===== src/rtl/mask_gen_pkg.sv =====
// Shared constants and helpers for the rotating one-hot mask generator.
// No ports. The helpers work on a fixed-width vector (MASK_GEN_NB_MAX bits).
// Callers zero-extend into that vector and pass the live width nb, so one
// function body serves every legal NB.
package mask_gen_pkg;

    localparam int unsigned MASK_GEN_NB_DEFAULT = 8;
    localparam int unsigned MASK_GEN_NB_MAX     = 256;
    localparam int unsigned MASK_GEN_IDX_W      = $clog2(MASK_GEN_NB_MAX);

    typedef logic [MASK_GEN_NB_MAX-1:0] mask_vec_t;

    // Rotate the low nb bits left by one. Bits at or above nb are returned as zero.
    function automatic mask_vec_t rotl1(input mask_vec_t vec, input int unsigned nb);
        mask_vec_t ones;
        mask_vec_t keep;
        mask_vec_t res;
        ones   = '1;
        keep   = ~(ones << nb);
        res    = (vec << 1) & keep;
        res[0] = vec[MASK_GEN_IDX_W'(nb - 1)];
        return res;
    endfunction

    // Exactly one bit set. The caller supplies a zero-extended vector.
    function automatic logic is_onehot(input mask_vec_t vec);
        return $onehot(vec);
    endfunction

endpackage


===== src/rtl/mask_gen_ring.sv =====
// NB-bit one-hot ring register with enable and self-correction.
// Ports:
//   clk          - rising-edge clock
//   n_rst        - asynchronous active-low reset; loads bit 0 only
//   shift_enable - rotate left by one on this clock edge
//   mask         - ring register contents, driven straight from the flops
module mask_gen_ring
    import mask_gen_pkg::*;
#(
    parameter int NB = int'(MASK_GEN_NB_DEFAULT)
) (
    input  logic          clk,
    input  logic          n_rst,
    input  logic          shift_enable,
    output logic [NB-1:0] mask
);

    if (NB < 1 || NB > int'(MASK_GEN_NB_MAX)) begin : g_nb_check
        $fatal(1, "mask_gen_ring: NB=%0d outside 1..%0d", NB, MASK_GEN_NB_MAX);
    end

    localparam logic [NB-1:0] MASK_RST = NB'(1);

    logic [NB-1:0] mask_q;
    logic [NB-1:0] mask_d;
    mask_vec_t     mask_wide;

    assign mask_wide = MASK_GEN_NB_MAX'(mask_q);

    // Next state: recover from any non-one-hot value first, then rotate or hold.
    always_comb begin
        mask_d = mask_q;
        if (!is_onehot(mask_wide)) begin
            mask_d = MASK_RST;
        end else if (shift_enable) begin
            mask_d = NB'(rotl1(mask_wide, 32'(NB)));
        end
    end

    // Ring register.
    always_ff @(posedge clk or negedge n_rst) begin
        if (!n_rst) begin
            mask_q <= MASK_RST;
        end else begin
            mask_q <= mask_d;
        end
    end

    assign mask = mask_q;

endmodule


===== src/rtl/mask_gen.sv =====
// Rotating one-hot mask generator, top level.
// Ports:
//   clk          - rising-edge clock
//   n_rst        - asynchronous active-low reset; mask returns to bit 0
//   shift_enable - advance the mask one position per clock
//   mask         - NB-bit one-hot mask, registered (no path from shift_enable)
// Define MASK_GEN_ASSERT_EN to compile in the runtime protocol assertions.
module mask_gen
    import mask_gen_pkg::*;
#(
    parameter int NB = int'(MASK_GEN_NB_DEFAULT)
) (
    input  logic          clk,
    input  logic          n_rst,
    input  logic          shift_enable,
    output logic [NB-1:0] mask
);

    if (NB < 1) begin : g_nb_check
        $fatal(1, "mask_gen: NB=%0d must be at least 1", NB);
    end

    mask_gen_ring #(
        .NB (NB)
    ) u_ring (
        .clk          (clk),
        .n_rst        (n_rst),
        .shift_enable (shift_enable),
        .mask         (mask)
    );

`ifdef MASK_GEN_ASSERT_EN
    logic [NB-1:0] mask_rotl_c;

    assign mask_rotl_c = NB'(rotl1(MASK_GEN_NB_MAX'(mask), 32'(NB)));

    a_onehot : assert property (@(posedge clk) disable iff (!n_rst) $onehot(mask))
        else $error("mask_gen: mask not one-hot, mask=%0h prev=%0h", mask, $past(mask));

    a_hold : assert property (@(posedge clk) disable iff (!n_rst)
                              !shift_enable |=> (mask == $past(mask)))
        else $error("mask_gen: hold violated, mask=%0h prev=%0h", mask, $past(mask));

    a_rotate : assert property (@(posedge clk) disable iff (!n_rst)
                                shift_enable |=> (mask == $past(mask_rotl_c)))
        else $error("mask_gen: rotate violated, mask=%0h prev=%0h", mask, $past(mask));
`endif

endmodule


===== config.mk =====
export PLATFORM = sky130hd
export DESIGN_NAME = mask_gen
export DESIGN_NICKNAME = d
export VERILOG_FILES = /design/src/rtl/mask_gen_pkg.sv /design/src/rtl/mask_gen_ring.sv /design/src/rtl/mask_gen.sv
export SDC_FILE = /design/constraint.sdc
export NUM_CORES = 1
export LEC_CHECK = 0
export ABC_AREA = 1
export CORE_MARGIN = 1
export CORE_UTILIZATION = 30
export CTS_CLUSTER_SIZE = 24
export DETAILED_ROUTE_END_ITERATION = 16
export PLACE_DENSITY = 0.59
export SLEW_MARGIN = 20
export SYNTH_ARGS = -nofsm -noshare
export SYNTH_HDL_FRONTEND = slang
export SYNTH_SLANG_ARGS = --single-unit
export TNS_END_PERCENT = 5

===== constraint.sdc =====
create_clock -name clk -period 2.5 [get_ports clk]
set_input_delay 0.625 -clock clk [delete_from_list [all_inputs] [get_ports clk]]
set_output_delay 0.625 -clock clk [all_outputs]
set_load 0.01 [all_outputs]

# After elaboration in Yosys (flattened, before gate mapping)

Index checks and enable logic that the tools add are counted.

Flip-flop bits (word level): 8
Latch bits: 0
RAM bits: 0
ROM bits: 0
Logic and storage cells: 12
Memories kept: 0

$add $sub $neg: 7
Multipliers: 0
Div/mod/pow operators: 0
Magnitude comparators: 0
Equality and inequality tests: 2
Shifts and indexed selects: 0
Multiplexer cells: 2
Bitwise gates (word level): 0
Reduce and logical (&&, ||, !) cells: 0

Operators with widths:

| kind                                                                  | count |
|---|---|
| 9-bit adder                                                           | 3 |
| 8-bit two-way mux                                                     | 2 |
| 9-bit by 1-bit equality test with 1-bit output, second input constant | 1 |
| 1-bit by 1-bit adder with 2-bit output                                | 4 |
| 2-bit inequality test, second input constant                          | 1 |

# Longest topological paths before layout

Depth after elaboration: 5
Gate-level depth with buffers: 11
Mapped depth without buffers: 11

# Least setup slack after synthesis

No wires, ideal clock.

Kind: reg-to-reg
Start point: register u_ring.mask_q[6], in the netlist u_ring.mask[6]
End point: register u_ring.mask_q[1], in the netlist u_ring.mask[1]
Arrival time: 2.717 ns
Slack: -0.341 ns
Stages on the path, launching flop included: 11
Buffers on the path: 0
Period minus slack after synthesis: 2.841 ns
Cell sequence: dfrtp_1 -> ha_1 -> fa_1 -> inv_1 -> fa_1 -> inv_1 -> ha_1 -> fa_1 -> nor2_1 -> nand2_1 -> nor2_1

Longest elaborated chain between the ends: 5
Elaborated cells between the ends (all ways): 6

Ends and longest elaborated chain:

| item                                                                        | line                | RTL |
|---|---|---|
| start: declaration                                                          | mask_gen_ring.sv:24 | `logic [NB-1:0] mask_q;` |
| start signal: assignment                                                    | mask_gen_ring.sv:45 | `mask_q <= mask_d;` |
| 1-bit by 1-bit adder with 2-bit output (not written as such) *              | mask_gen_pkg.sv:27  | `return $onehot(vec);` |
| 9-bit adder (not written as such) * (2 in a row)                            | mask_gen_pkg.sv:27  |  |
| 9-bit by 1-bit equality test with 1-bit output *                            | mask_gen_pkg.sv:27  |  |
| 2-bit inequality test (no source line) or 8-bit two-way mux (tied branches) | -                   |  |

Every way passes the cells marked *; elsewhere a longest branch is shown, timed or not.
A chain may end at the register's enable or synchronous reset.

# Worst setup path after layout

Start point: register u_ring.mask_q[2], in the netlist u_ring.mask[2]
End point: register u_ring.mask_q[2], in the netlist u_ring.mask[2]

The elaborated chain is that of the path after synthesis.

==> run metrics <==
Num CTS Buffers=3; Die ar.=2342 sq um; WHS=between 0.5 and 0.6 ns; PortBufs=10; worst-case clock buffer depth=2; routability cong.=around 0.78; max-capacitance violation count=0; fin area=842.1 sq um; largest incremental delay on the critical path=around 0.53 ns; flip-flop and latch count after synthesis=8; total vias in the final route=492; drt wl/cell=8.445 microns; leakage power figure=0.4338 nW; number of distinct library cells after synthesis=13; Post-Syn Area per Cell=between 7 and 8 sq um; syn nets=96; Cell Pwr Density=about 900 nW/um^2; mapped cell area=between 600 and 700 sq um; fraction of the yosys area taken by sequential cells=0.3120; end of the worst register-to-register path=u_ring.mask[2]$_DFFE_PN0P_; overall power consumption=~0.74 mW; RSZ-0062 raised after global routing=true; Gate Count Post-Synth=83; category of cells accounting for the largest share of critical-path delay=adder cells; share of the clock period used by the worst path=1.093; Detail Placement HPWL=between 900 and 1000 microns; Area Growth Syn to Fin=30.43%; number of gates resized after CTS=0; remaining global-route overflow=0; horizontal die dimension=~48 microns; overall routing resource usage=0.1091; Yosys Warn Count=0; ratio of cells with drive above 1 in the final layout=0.2970; cts-stage hold buffer count=0; antenna violations before repair=0; number of setup violations in the final report=8; max frequency=~0.37 GHz; violations in the final reports=negative setup slack; crit path DAT=2.91 ns; WHS Endpoint=u_ring.mask[0]$_DFFE_PN1P_; final setup margin=-0.2315 ns; Clock Latency Late Sink=0.25 ns; Num Clock Sinks=8; post-placement worst setup slack=-0.2430 ns; number of global-route vias before repair=approximately 430; Worst Path Max Fanout=7; nets=115; count of routing violations after the opening detailed-route iteration=8; clock tree from TritonCTS=done; effective utilization at floorplan=0.3225; Final min period=~2.7 ns; Hold Vio Cnt, Final=0; beginning of the worst register-to-register path=u_ring.mask[2]$_DFFE_PN0P_; setup_tns=-1.674 ns; via count normalized by instance count=~3.8; number of rows created at floorplan=16; Slowest cell on crit path=fa_1; post-layout utilization of the core=0.4206; depth of the worst register-to-register path=10; die boundary height=around 48 microns; total placed cells including tap cells=about 120; total count of max-transition violations in the final report=0; start point of the worst hold path=u_ring.mask[0]$_DFFE_PN1P_; worst slew margin relative to its limit=0.5394; hold crit path type=reg -> reg; run status=finished with violations; combined buffer and inverter count along the critical path=2; endpoint required time on the critical path=~2.7 ns; kind of critical path=reg -> reg; antenna-violating nets left=0; type of element capturing the critical path=flop; total wire length after detailed routing=1081 microns; antenna diode count=0; sequence of cells on the critical path=ha_2 > fa_1 > inv_1 > fa_1 > inv_1 > ha_2 > fa_1 > nor2_1 > nand2_2 > nor2_1; CTS H-Tree Depth=1; measured slew at the worst slew-check pin=0.6888 ns; number of iterations in the first detailed-routing pass=3; number of DRC violations after detailed routing=0; clock-pin slew of the registers on the worst-case setup and hold paths=~0.050 ns; type of origin of the critical path=flop; VDD IR max=slightly below 600 uV; Most common cell on crit path=fa_1; Cells on Worst Hold Path=2; post-route clock skew=0.006379 ns; Largest register FFs=8; largest net degree at the start of global routing=17; reg-to-reg slack, setup=-0.23 ns; Non-Filler Instances=between 100 and 150; boundary pin count=11; Area after DPL=~820 sq um; Root Buffer Master=clkbuf_4; standard cell core area=roughly 2000 sq um; global-route wire length before repair=between 1500 and 2000 microns
-- cell type report --
cell class,instances,area (sq um)
clock buffer,4,26.28
fill,207,1160
inverter,26,97.59
multi-input combinational,47,337.8
sequential,8,201.4
tap,27,33.78
timing repair buffer,16,145.1
-- routing by layer --
layer  GRT usage  share of wire
met1      0.1488           0.48
met2      0.1502           0.47
met3     0.05660          0.046
met4     0.02941         0.0083
met5           0              0
-- where the power goes --
part / switching [mW] / total (mW) / internal (mW)
clock: 0.0436 / 0.105 / 0.0610
combinational: 0.253 / 0.445 / 0.192
sequential: 0.0229 / 0.188 / 0.165
-- worst max-delay path by stage --
stage,startpoint,end,cells after the start
after global placement,u_ring.mask[3]$_DFFE_PN0P_,u_ring.mask[2]$_DFFE_PN0P_,10
after floorplan,u_ring.mask[3]$_DFFE_PN0P_,u_ring.mask[1]$_DFFE_PN0P_,10
after detailed placement,u_ring.mask[2]$_DFFE_PN0P_,u_ring.mask[2]$_DFFE_PN0P_,10
after CTS,u_ring.mask[2]$_DFFE_PN0P_,u_ring.mask[2]$_DFFE_PN0P_,10
after global routing,u_ring.mask[2]$_DFFE_PN0P_,u_ring.mask[2]$_DFFE_PN0P_,10
final,u_ring.mask[2]$_DFFE_PN0P_,u_ring.mask[2]$_DFFE_PN0P_,10
-- worst min-delay path, delay by kind of cell (launching register included) --
kind | cells | cell delay, ns
compound gates | 1 | 0.13
simple gates | 1 | 0.05
flops | 1 | 0.38
-- synth_stat cells --
cell type,count,share of area
dfstp_2,1,0.041
nor2_1,17,0.099
nand2_1,11,0.064
nand2_2,1,0.0097
inv_1,19,0.11
dfrtp_1,7,0.27
fa_1,4,0.12
o21ai_1,1,0.0077
buf_12,1,0.031
nor2_2,7,0.068
inv_2,7,0.041
buf_6,1,0.017
ha_1,6,0.12
-- what timing repair did --
action,CTS,global route
pin swaps,1,0
gates cloned,0,0
endpoints found under the hold margin,0,0
buffers inserted,0,0
endpoints found under the setup margin,8,8
-- placed cells by master (no fill, tap or decap) --
cell,synthesis,layout
nor2_1,17,17
nand2_1,11,10
fa_1,4,3
o21ai_1,1,1
ha_4,0,1
ha_1,6,3
clkbuf_4,0,3
inv_1,19,19
clkbuf_1,0,1
fa_2,0,1
ha_2,0,2
dfstp_2,1,1
dfrtp_1,7,7
buf_4,0,6
nand2_2,1,2
clkdlybuf4s50_1,0,10
inv_2,7,7
nor2_2,7,7
-- cell families (layout without fill, tap and decap cells) --
| family | Yosys count | in the layout | share of synthesized area |
|---|---|---|---|
| AOI/OAI and AO/OA | 1 | 1 | 0.007745 |
| adders and majority gates | 10 | 10 | 0.2403 |
| buffers and inverters | 28 | 46 | 0.1996 |
| DFF | 8 | 8 | 0.3120 |
| and+or+nand+nor | 36 | 36 | 0.2403 |
Note: power is estimated with default switching activity, not from simulation.
==> patch (same flow settings) <==
The package constant `MASK_GEN_NB_DEFAULT` goes from 8 to 7.
--- a/src/rtl/mask_gen_pkg.sv
+++ b/src/rtl/mask_gen_pkg.sv
@@ -4,7 +4,7 @@
 // function body serves every legal NB.
 package mask_gen_pkg;
 
-    localparam int unsigned MASK_GEN_NB_DEFAULT = 8;
+    localparam int unsigned MASK_GEN_NB_DEFAULT = 7;
     localparam int unsigned MASK_GEN_NB_MAX     = 256;
     localparam int unsigned MASK_GEN_IDX_W      = $clog2(MASK_GEN_NB_MAX);
 
Ports: changed (resized mask); port bits go from 11 to 10. The function was not compared with the original's and may differ.
==> patch against the unedited design <==
Setup slack gained 0.30 ns. First-iteration DRC count shrank 63%. Sequential cell count shrank 1. Area after synthesis shrank 24%. Clock power is essentially flat. Utilization grew 2.0 points. Wire length shrank 4.6%. Cell area shrank 20%. Critical path depth grew 1. Total power shrank 2.9%. Highest routed layer unchanged. Die area shrank 23%. Cell count shrank 30%. Critical path type unchanged. Count of clock-buffer cells in the layout is the same.
==> patch: results (changes against the unedited design) <==
power:
  vdd_drop_max_mv: 0.651  # was 0.582 mV
  seq-power_uw: 171  # was 188 uW
  swShare_pct: 41.9  # was 43.3%
layout:
  finalNonFillerCells: 89  # was 128
  nets: 85  # was 115
  nNonClkInverters: 12  # was 26
  area_share_nonclk_buffers_pct: 17.9  # was 17.2%
  clock_area_share_pct: 3.91  # was 3.12%
  final-seq-area_sq_um: 176  # was 201 sq um
  multi_input_area_sq_um: 284  # was 338 sq um
  drive_above_1_share_pct: 24.7  # was 29.7%
worst_setup_path:
  critPathCapture: "u_ring.mask[6]$_DFFE_PN0P_"  # was u_ring.mask[2]$_DFFE_PN0P_
  worst-path-max-fanout: 6  # was 7
  critPathMaxStageDelay_ns: 0.48  # was 0.53 ns
  timing.rr.start: "u_ring.mask[5]$_DFFE_PN0P_"  # was u_ring.mask[2]$_DFFE_PN0P_
  crit_start: "u_ring.mask[5]$_DFFE_PN0P_"  # was u_ring.mask[2]$_DFFE_PN0P_
logic_synthesis:
  ys_top_cells_by_area: "dfrtp_1 (31%), ha_1 (13%), fa_1 (12%), inv_1 (8.4%), a21boi_1 (7.6%)"  # was dfrtp_1 (27%), fa_1 (12%), ha_1 (12%), inv_1 (11%), nor2_1 (9.9%)
  synth_seq_area_share_pct: 35.9  # was 31.2%
  synth.distinct_cells: 15  # was 13
  synth_commonest_cells: "inv_1 (11), nand2_1 (10), nor2_1 (9), dfrtp_1 (6)"  # was inv_1 (19), nor2_1 (17), nand2_1 (11)
grt:
  grt_util_met1_pct: 16.1  # was 14.9%
  grt.total_usage_pct: 13.1  # was 10.9%
  grt_max_degree: 11  # was 17
  grt_pass1_wl_microns: 1650  # was 1850 microns
  gr-usage-met2_pct: 19.4  # was 15.0%
drt:
  via_per_inst: 4.47  # was 3.84
  dr.pass1.iters: 2  # was 3
  drt_iter0_drc: 3  # was 8
placed_design:
  gp_congestion: 0.757  # was 0.775
  dp_cells: 83  # was 124
clock_tree:
  cts.sinks: 7  # was 8
status:
  outcome: "complete, no violations"  # was finished with violations
sta:
  worst_pin_slew_ns: 0.384  # was 0.689 ns
==> patch: metal layers <==
| layer | wire (microns) | up-vias |
|---|---|---|
| li1 | - | 202 |
| met5 | 0 | - |
| met3 | 21 | 4 |
| met4 | 21 | 0 |
| met2 | 477 | 5 |
| met1 | 510 | 187 |
==> patch: per-stage QoR <==
step	worst slack [ns]	TNS [ns]	area [sq um]	utilization [%]
5_1_grt	-0.0801	-0.390	672	44.1
2_1_floorplan	0.176	0	492	-
3_5_place_dp	0.0663	0	606	39.7
3_3_place_gp	0.110	0	606	39.7
6_report	0.0677	0	672	44.1
4_1_cts	0.0447	0	632	41.5
==> patch: kinds of logic (layout without fill, tap and decap cells) <==
| kind of cell | Yosys count | in the layout | share of synthesized area, % |
|---|---|---|---|
| fa+ha+maj | 8 | 8 | 24.9 |
| buf+inv | 13 | 29 | 11.4 |
| simple gates | 22 | 22 | 18.1 |
| compound gates | 7 | 7 | 9.67 |
| flops | 7 | 7 | 35.9 |
